[config.mk]
export PLATFORM = sky130hd
export DESIGN_NAME = sap_mem_arbiter
export DESIGN_NICKNAME = d
export VERILOG_FILES = /design/src/rtl/sap_pkg.sv /design/src/rtl/sap_rr_pick2.sv /design/src/rtl/sap_mem_arbiter.sv
export SDC_FILE = /design/constraint.sdc
export NUM_CORES = 1
export LEC_CHECK = 0
export BUFFER_PORTS_ARGS = -buffer_cell sky130_fd_sc_hd__buf_2
export CAP_MARGIN = 20
export CORE_MARGIN = 2
export CORE_UTILIZATION = 30
export DETAILED_ROUTE_END_ITERATION = 8
export PLACE_DENSITY = 0.66
export SKIP_CTS_REPAIR_TIMING = 1
export SYNTH_ARGS = -nofsm -noshare
export SYNTH_HDL_FRONTEND = slang
export SYNTH_SLANG_ARGS = --single-unit
[constraint.sdc]
create_clock -name clk -period 1.5 [get_ports clk]
set_clock_uncertainty 0.05 [all_clocks]
set_input_delay 0 -clock clk [delete_from_list [all_inputs] [get_ports clk]]
set_output_delay 0 -clock clk [all_outputs]
set_load 0.02 [all_outputs]
[src/rtl/sap_pkg.sv]
// Shared types and widths for the SAP memory subsystem.
// Bus payloads used by the arbiter and the requesters that sit around it.
package sap_pkg;

    localparam int unsigned AW = 4;
    localparam int unsigned DW = 8;

    typedef enum logic [1:0] {
        IDLE   = 2'd0,
        ACCESS = 2'd1,
        RDWAIT = 2'd2,
        RESP   = 2'd3
    } arb_state_t;

    typedef enum logic {
        OWN_CPU  = 1'b0,
        OWN_HOST = 1'b1
    } owner_t;

    // One latched RAM access: direction, address and write payload.
    typedef struct packed {
        logic          we;
        logic [AW-1:0] addr;
        logic [DW-1:0] wdata;
    } mem_req_t;

endpackage

[src/rtl/sap_rr_pick2.sv]
// Combinational 2-way round-robin picker with a lock override for requester 1.
// Output is one-hot, or zero when nobody requests.
module sap_rr_pick2 (
    input  logic [1:0] req,
    input  logic       lock,
    input  logic       last,
    output logic [1:0] gnt
);

    // last = index of the previous winner; on contention the other index wins.
    always_comb begin
        gnt = 2'b00;
        if (lock && req[1]) begin
            gnt = 2'b10;
        end else begin
            case (req)
                2'b01:   gnt = 2'b01;
                2'b10:   gnt = 2'b10;
                2'b11:   gnt = last ? 2'b01 : 2'b10;
                default: gnt = 2'b00;
            endcase
        end
    end

endmodule

[src/rtl/sap_mem_arbiter.sv]
// Arbiter/sequencer sharing the SAP single-port 16x8 RAM between the CPU
// memory port and the host loader/debug port.
module sap_mem_arbiter
    import sap_pkg::*;
(
    input  logic          clk,
    input  logic          rst,

    input  logic          cpu_req,
    input  logic          cpu_we,
    input  logic [AW-1:0] cpu_addr,
    input  logic [DW-1:0] cpu_wdata,
    output logic          cpu_gnt,
    output logic          cpu_stall,
    output logic          cpu_rvalid,
    output logic [DW-1:0] cpu_rdata,

    input  logic          host_valid,
    input  logic          host_we,
    input  logic [AW-1:0] host_addr,
    input  logic [DW-1:0] host_wdata,
    input  logic          host_lock,
    output logic          host_ready,
    output logic          host_rvalid,
    output logic [DW-1:0] host_rdata,

    output logic          ram_en,
    output logic          ram_we,
    output logic [AW-1:0] ram_addr,
    output logic [DW-1:0] ram_wdata,
    input  logic [DW-1:0] ram_rdata
);

    arb_state_t state_q, state_d;
    owner_t     owner_q, last_q, win;
    mem_req_t   req_q, req_d;
    logic [1:0] pick;
    logic       accept;
    logic       en_q;
    logic       cpu_rvalid_q, host_rvalid_q;
    logic [DW-1:0] cpu_rdata_q, host_rdata_q;

    sap_rr_pick2 u_pick (
        .req  ({host_valid, cpu_req}),
        .lock (host_lock),
        .last (last_q == OWN_HOST),
        .gnt  (pick)
    );

    always_ff @(posedge clk) begin
        if (rst) begin
            state_q <= IDLE;
        end else begin
            state_q <= state_d;
        end
    end

    // Next state, accept handshakes and the request to latch.
    always_comb begin
        state_d    = state_q;
        accept     = 1'b0;
        win        = OWN_CPU;
        req_d      = req_q;
        cpu_gnt    = 1'b0;
        host_ready = 1'b0;
        cpu_stall  = 1'b0;

        case (state_q)
            IDLE: begin
                if (!rst && (pick != 2'b00)) begin
                    accept  = 1'b1;
                    state_d = ACCESS;
                    win     = pick[1] ? OWN_HOST : OWN_CPU;
                end
            end
            ACCESS:  state_d = req_q.we ? IDLE : RDWAIT;
            RDWAIT:  state_d = RESP;
            RESP:    state_d = IDLE;
            default: state_d = IDLE;
        endcase

        if (win == OWN_HOST) begin
            req_d.we    = host_we;
            req_d.addr  = host_addr;
            req_d.wdata = host_wdata;
        end else begin
            req_d.we    = cpu_we;
            req_d.addr  = cpu_addr;
            req_d.wdata = cpu_wdata;
        end

        cpu_gnt    = accept && (win == OWN_CPU);
        host_ready = accept && (win == OWN_HOST);
        cpu_stall  = cpu_req && !cpu_gnt && !rst;
    end

    // Request latches, fairness pointer and RAM strobe.
    always_ff @(posedge clk) begin
        if (rst) begin
            owner_q <= OWN_CPU;
            last_q  <= OWN_HOST;
            req_q   <= '0;
            en_q    <= 1'b0;
        end else begin
            en_q <= accept;
            if (accept) begin
                owner_q <= win;
                last_q  <= win;
                req_q   <= req_d;
            end
        end
    end

    // Read return path: capture in RDWAIT, pulse rvalid during RESP.
    always_ff @(posedge clk) begin
        if (rst) begin
            cpu_rdata_q   <= '0;
            host_rdata_q  <= '0;
            cpu_rvalid_q  <= 1'b0;
            host_rvalid_q <= 1'b0;
        end else begin
            cpu_rvalid_q  <= (state_q == RDWAIT) && (owner_q == OWN_CPU);
            host_rvalid_q <= (state_q == RDWAIT) && (owner_q == OWN_HOST);
            if (state_q == RDWAIT) begin
                if (owner_q == OWN_CPU) begin
                    cpu_rdata_q <= ram_rdata;
                end else begin
                    host_rdata_q <= ram_rdata;
                end
            end
        end
    end

    // Reset in the ACCESS cycle must keep the strobe off so the write is dropped.
    assign ram_en      = en_q && !rst;
    assign ram_we      = en_q && req_q.we && !rst;
    assign ram_addr    = req_q.addr;
    assign ram_wdata   = req_q.wdata;
    assign cpu_rvalid  = cpu_rvalid_q;
    assign cpu_rdata   = cpu_rdata_q;
    assign host_rvalid = host_rvalid_q;
    assign host_rdata  = host_rdata_q;

endmodule

==> flow_metrics.env, run 1 <==
export IMPL_reg2reg_to="ram_addr[1]"
export IMPL_cts_max_path_buffers=2
export IMPL_numCtsBuffers=5
export IMPL_final_nets=314
export IMPL_io_buffers=73
export IMPL_finalWirelength_um=4600
export IMPL_cts_tree="built"
export IMPL_syn_inst=178
export IMPL_reg2regPathDepth=3
export IMPL_fill_cells=542
export IMPL_max_slew_worst_pin_slew_ps=373
export IMPL_crit_slowest_cell="dfxtp_4"
export IMPL_gp_congestion=0.790
export IMPL_yosysWarnings=0
export IMPL_startpoint="state_q[0]"
export IMPL_layout_drive_gt1_share=0.453
export IMPL_drv_slew=0
export IMPL_maxCapViolations=0
export IMPL_grt_pass1_wl_um=6540
export IMPL_slew_headroom=0.752
export IMPL_cts_sinks=36
export IMPL_worst_path_largest_cell_delay_ps=370
export IMPL_dr_total_vias=1640
export IMPL_period_minus_slack_ps=1440
export IMPL_antenna_left=0
export IMPL_dieWidth_um=80.7
export IMPL_synth_seq_cells=36
export IMPL_critPathMaxFanout=15
export IMPL_dr_pass1_iters=4
export IMPL_drt_iter0_drc=106
export IMPL_power_density_mw_per_mm2=1010
export IMPL_clk_latency_ps=280
export IMPL_area_growth_syn_to_layout_pct=46.7
export IMPL_endpoint="cpu_gnt"
export IMPL_fp_row_count=27
export IMPL_ir_drop_mv=0.421
export IMPL_p_leak_nw=1.18
export IMPL_grtUsageTotal=0.131
export IMPL_dp_hpwl_um=3000
export IMPL_cp_depth=5
export IMPL_critPathCaptureType="output port"
export IMPL_synth_area_leaders="dfxtp_1 41%, mux2i_1 9.7%, a311oi_2 8.5%"
export IMPL_initial_utilization=0.314
export IMPL_syn_nets=217
export IMPL_place_area_mm2=0.00211
export IMPL_cp_data_arrival_time_ps=1390
export IMPL_netlist_area_mm2=0.00176
export IMPL_crit_type="flop to output port"
export IMPL_cp_num_buf_inv=2
export IMPL_wl_per_cell_um=13.2
export IMPL_r2r_start="last_q"
export IMPL_setup_viol_count_final=0
export IMPL_hold_slack_ps=-7.30
export IMPL_antenna_found_initial=0
export IMPL_synth_largest_area_cell="dfxtp_1"
export IMPL_drc=0
export IMPL_design_area_mm2=0.00259
export IMPL_finalCritPeriodShare=0.957
export IMPL_grt_overflow=0
export IMPL_viasPerCell=4.71
export IMPL_status="complete, but fails checks"
export IMPL_core_region_area_mm2=0.00561
export IMPL_avgSynthCellArea_um2=9.90
export IMPL_stdcell_count=348
export IMPL_final_cell_mix="73 x buf_2, 34 x dfxtp_1, 32 x dlygate4sd3_1"
export IMPL_synth_seq_area_share=0.409
export IMPL_die_h_um=80.7
export IMPL_final_common_cell="buf_2"
export IMPL_path_delay_family="flip-flops"
export IMPL_grt_pass1_vias=1400
export IMPL_num_antenna_cells=0
export IMPL_cp_start_kind="flop"
export IMPL_ys_types=30
export IMPL_synth_top_cell_area_share=0.409
export IMPL_clk_pin_slew_worst_paths_ps=70
export IMPL_ios=74
export IMPL_grt_max_degree=17
export IMPL_max_freq_mhz=697
export IMPL_hold_violations=1
export IMPL_htree_num_levels=2
export IMPL_r2r_slack_ps=200
export IMPL_crit_chain="nor2_4, buf_12, nand2_2, nor3b_2, buf_2"
export IMPL_cts_root_buf="clkbuf_8"
export IMPL_placed_cells=304
export IMPL_min_path_type="primary input to flop"
export IMPL_required_ps=1450
export IMPL_violations="hold timing"
export IMPL_die_area_mm2=0.00651
==> synth_stat cells <==
cell and count:
or2b_1 1, a21oi_2 8, buf_8 1, and2_1 1
or2_1 1, nand3_1 14, dfxtp_1 36, a311oi_2 10
nor2_4 2, nand3b_1 2, or2_4 1, a311oi_1 3
buf_2 4, nand3b_2 1, nor2_1 21, mux2i_1 17
buf_4 14, nor3_1 2, nand2_1 1, clkbuf_1 3
nand2_2 1, o21ai_1 14, o21ai_2 1, and3b_2 1
nor3b_2 2, nor2b_1 2, nor2_2 1, a21oi_1 7
buf_6 5, inv_2 1
==> power breakdown <==
group          switching [mW]  internal, mW  total [mW]
clock network           0.353         0.492       0.845
registers              0.0552          1.03        1.09
logic                   0.352         0.333       0.685
total                   0.761          1.86        2.62
==> sequential cells by signal, indices dropped and copies added (netlist names), named ones only <==
register     cells
en_q             1
cpu_rvalid       1
cpu_rdata        8
host_rvalid      1
last_q           1
state_q          1
ram_wdata        8
ram_addr         4
owner_q          1
req_q            1
host_rdata       8
==> cells by family (layout without fill, tap and decap cells) <==
kind of cell           count (synthesis)  in the layout  synth area share
AND/OR/NAND/NOR                       54             54             0.170
flip-flops                            36             36             0.409
multiplexers                          17             17            0.0965
AO/OA/AOI/OAI                         43             43             0.204
buffers and inverters                 28            126             0.120
==> cell type report <==
| type | count | area, um2 | share of cell area |
|---|---|---|---|
| clock buffers | 5 | 68.8 | 0.0266 |
| inverters | 1 | 3.75 | 0.00145 |
| flip-flops and latches | 36 | 726 | 0.281 |
| well taps | 72 | 90.1 | 0.0348 |
| clock inverters | 3 | 42.5 | 0.0164 |
| multi-input cells | 114 | 842 | 0.326 |
| repair buffers | 117 | 813 | 0.314 |
==> stage by stage <==
step / utilization / setup WS [ps] / setup TNS, ps / power [mW]
floorplan: - / 174 / 0 / 1.57
global placement: 0.376 / 242 / 0 / 1.70
detailed placement: 0.376 / 192 / 0 / 1.70
CTS: 0.396 / -52.6 / -102 / 2.56
global route: 0.461 / -1.08 / -1.08 / 2.77
finish: 0.461 / 64.9 / 0 / 2.62
==> how the worst min path moves through the flow <==
stage                            start             to  cells after the start
after CTS                 ram_rdata[0]  host_rdata[0]                      3
after global placement    ram_rdata[1]   cpu_rdata[1]                      3
final                     cpu_wdata[5]   ram_wdata[5]                      3
after detailed placement  ram_rdata[0]   cpu_rdata[0]                      3
after global routing      cpu_wdata[5]   ram_wdata[5]                      3
after floorplan                    rst         ram_en                      1
==> per-layer routing <==
metal / vias to the layer above / wire length (um) / track usage
li1: 821 / - / -
met1: 764 / 2030 / 0.165
met2: 45 / 2250 / 0.213
met3: 10 / 204 / 0.0326
met4: 0 / 111 / 0.0508
met5: - / 0 / 0
==> worst register-to-register path: stages, from the launching register on <==
cell,delay [ps]
dfxtp_1,390
and3b_2,410
o21ai_1,120
a311oi_2,250
(Power assumes the default switching activity.)
==> run 2: changes to the inputs <==
MAX_ROUTING_LAYER = met4   (was not set)
SLEW_MARGIN = 15   (was not set)
==> run 2 against run 1 <==
  * The flow still finishes with violations (hold timing)
  * Critical endpoint unchanged
  * First-iteration DRC count is 14% higher
  * Hold slack hardly changed
  * Die area stayed put
  * Cell count stayed put
  * Largest cell class unchanged
  * Largest power group unchanged
  * Cell area stayed put
  * Non-clock buffer count stayed put
  * Global-route usage is 0.35 points higher
==> flow_metrics.env, run 2 (synthesized netlist as in run 1, its figures left out) <==
export IMPL_status="complete, but fails checks"
export IMPL_violations="hold timing"
export IMPL_max_freq_mhz=698
export IMPL_period_minus_slack_ps=1430
export IMPL_area_growth_syn_to_layout_pct=46.7
export IMPL_initial_utilization=0.314
export IMPL_gp_congestion=0.801
export IMPL_ios=74
export IMPL_numCtsBuffers=5
export IMPL_cts_max_path_buffers=2
export IMPL_final_cell_mix="73 x buf_2, 34 x dfxtp_1, 32 x dlygate4sd3_1"
export IMPL_die_h_um=80.7
export IMPL_fin_util=0.461
export IMPL_dieWidth_um=80.7
export IMPL_cts_root_buf="clkbuf_8"
export IMPL_wl_per_cell_um=13.3
export IMPL_reg2reg_to="ram_addr[1]"
export IMPL_grt_max_degree=17
export IMPL_grt_pass1_vias=1400
export IMPL_design_area_mm2=0.00259
export IMPL_clk_latency_ps=280
export IMPL_fill_cells=542
export IMPL_hold_violations=1
export IMPL_die_area_mm2=0.00651
export IMPL_drc=0
export IMPL_drv_slew=0
export IMPL_grtUsageTotal=0.134
export IMPL_r2r_slack_ps=190
export IMPL_setup_viol_count_final=0
export IMPL_antenna_found_initial=0
export IMPL_layout_drive_gt1_share=0.453
export IMPL_cp_start_kind="flop"
export IMPL_finalWorstSetupSlack_ps=67.8
export IMPL_hold_depth=3
export IMPL_dp_hpwl_um=3000
export IMPL_reg2regPathDepth=3
export IMPL_clk_pin_slew_worst_paths_ps=70
export IMPL_num_antenna_cells=0
export IMPL_drt_iter0_drc=121
export IMPL_cts_tree="built"
export IMPL_power_density_mw_per_mm2=1010
export IMPL_place_ws_ps=192
export IMPL_critPathCaptureType="output port"
export IMPL_max_slew_worst_pin_slew_ps=371
export IMPL_placed_cells=304
export IMPL_grt_overflow=0
export IMPL_min_to="ram_wdata[5]"
export IMPL_stdcell_count=348
export IMPL_antenna_left=0
export IMPL_min_path_type="primary input to flop"
export IMPL_cts_sinks=36
export IMPL_grt_pass1_wl_um=6540
export IMPL_min_from="cpu_wdata[5]"
export IMPL_maxCapViolations=0
export IMPL_crit_type="flop to output port"
export IMPL_io_buffers=73
export IMPL_ir_drop_mv=0.421
export IMPL_place_area_mm2=0.00211
export IMPL_finalCritPeriodShare=0.955
export IMPL_hold_slack_ps=-7.37
export IMPL_slew_headroom=0.753
export IMPL_r2r_start="last_q"
export IMPL_core_region_area_mm2=0.00561
export IMPL_cp_data_arrival_time_ps=1380
export IMPL_power_mw=2.62
export IMPL_htree_num_levels=2
export IMPL_fp_row_count=27
export IMPL_critPathMaxFanout=15
export IMPL_finalWirelength_um=4620
export IMPL_final_nets=314
export IMPL_viasPerCell=4.74
export IMPL_final_common_cell="buf_2"
export IMPL_p_leak_nw=1.18
export IMPL_dr_total_vias=1649
export IMPL_dr_pass1_iters=4
export IMPL_required_ps=1450
run 2: worst max-delay path by stage:
| stage | start | end | slack (ps) | cells after the start |
|---|---|---|---|---|
| 2_1_floorplan | state_q[0] | host_ready | 170 | 4 |
| 3_3_place_gp | flop | cpu_rdata[3] | 240 | 4 |
| 3_5_place_dp | flop | cpu_rdata[5] | 190 | 4 |
| 4_1_cts | last_q | cpu_gnt | -50 | 4 |
| 5_1_grt | state_q[0] | cpu_gnt | -1 | 5 |
| 6_report | state_q[0] | cpu_gnt | 70 | 5 |
run 2: report_power, final:
group	total [mW]	internal (mW)	switching (mW)	leakage, nW
clock network	0.845	0.492	0.353	0.0541
registers	1.09	1.03	0.0556	0.296
logic	0.686	0.333	0.353	0.834
run 2: layer usage:
metal,global-route usage,vias up,share of wire
met5,-,-,0
met4,0.0508,0,0.026
met3,0.0326,14,0.045
met2,0.213,48,0.49
met1,0.165,767,0.44
li1,-,820,-
run 2: worst max-delay path: stages (launching register included):
cell     delay [ps]
dfxtp_4         370
nor2_4          120
buf_12          160
nand2_2          90
nor3b_2         160
buf_2           190
run 2: cell type report:
type,instances,area [um2],share of cell area
clock buffer,5,68.8,0.0266
clock inverter,3,42.5,0.0164
inverter,1,3.75,0.00145
multi-input combinational,114,842,0.326
sequential,36,726,0.281
tap,72,90.1,0.0348
timing repair buffer,117,813,0.314
run 2: stage by stage:
stage | hold slack (ps) | TNS, ps
floorplan | 32.6 | 0
global placement | 204 | 0
detailed placement | 209 | 0
CTS | -99.1 | -102
global route | 9.04 | -1.09
finish | -7.37 | 0
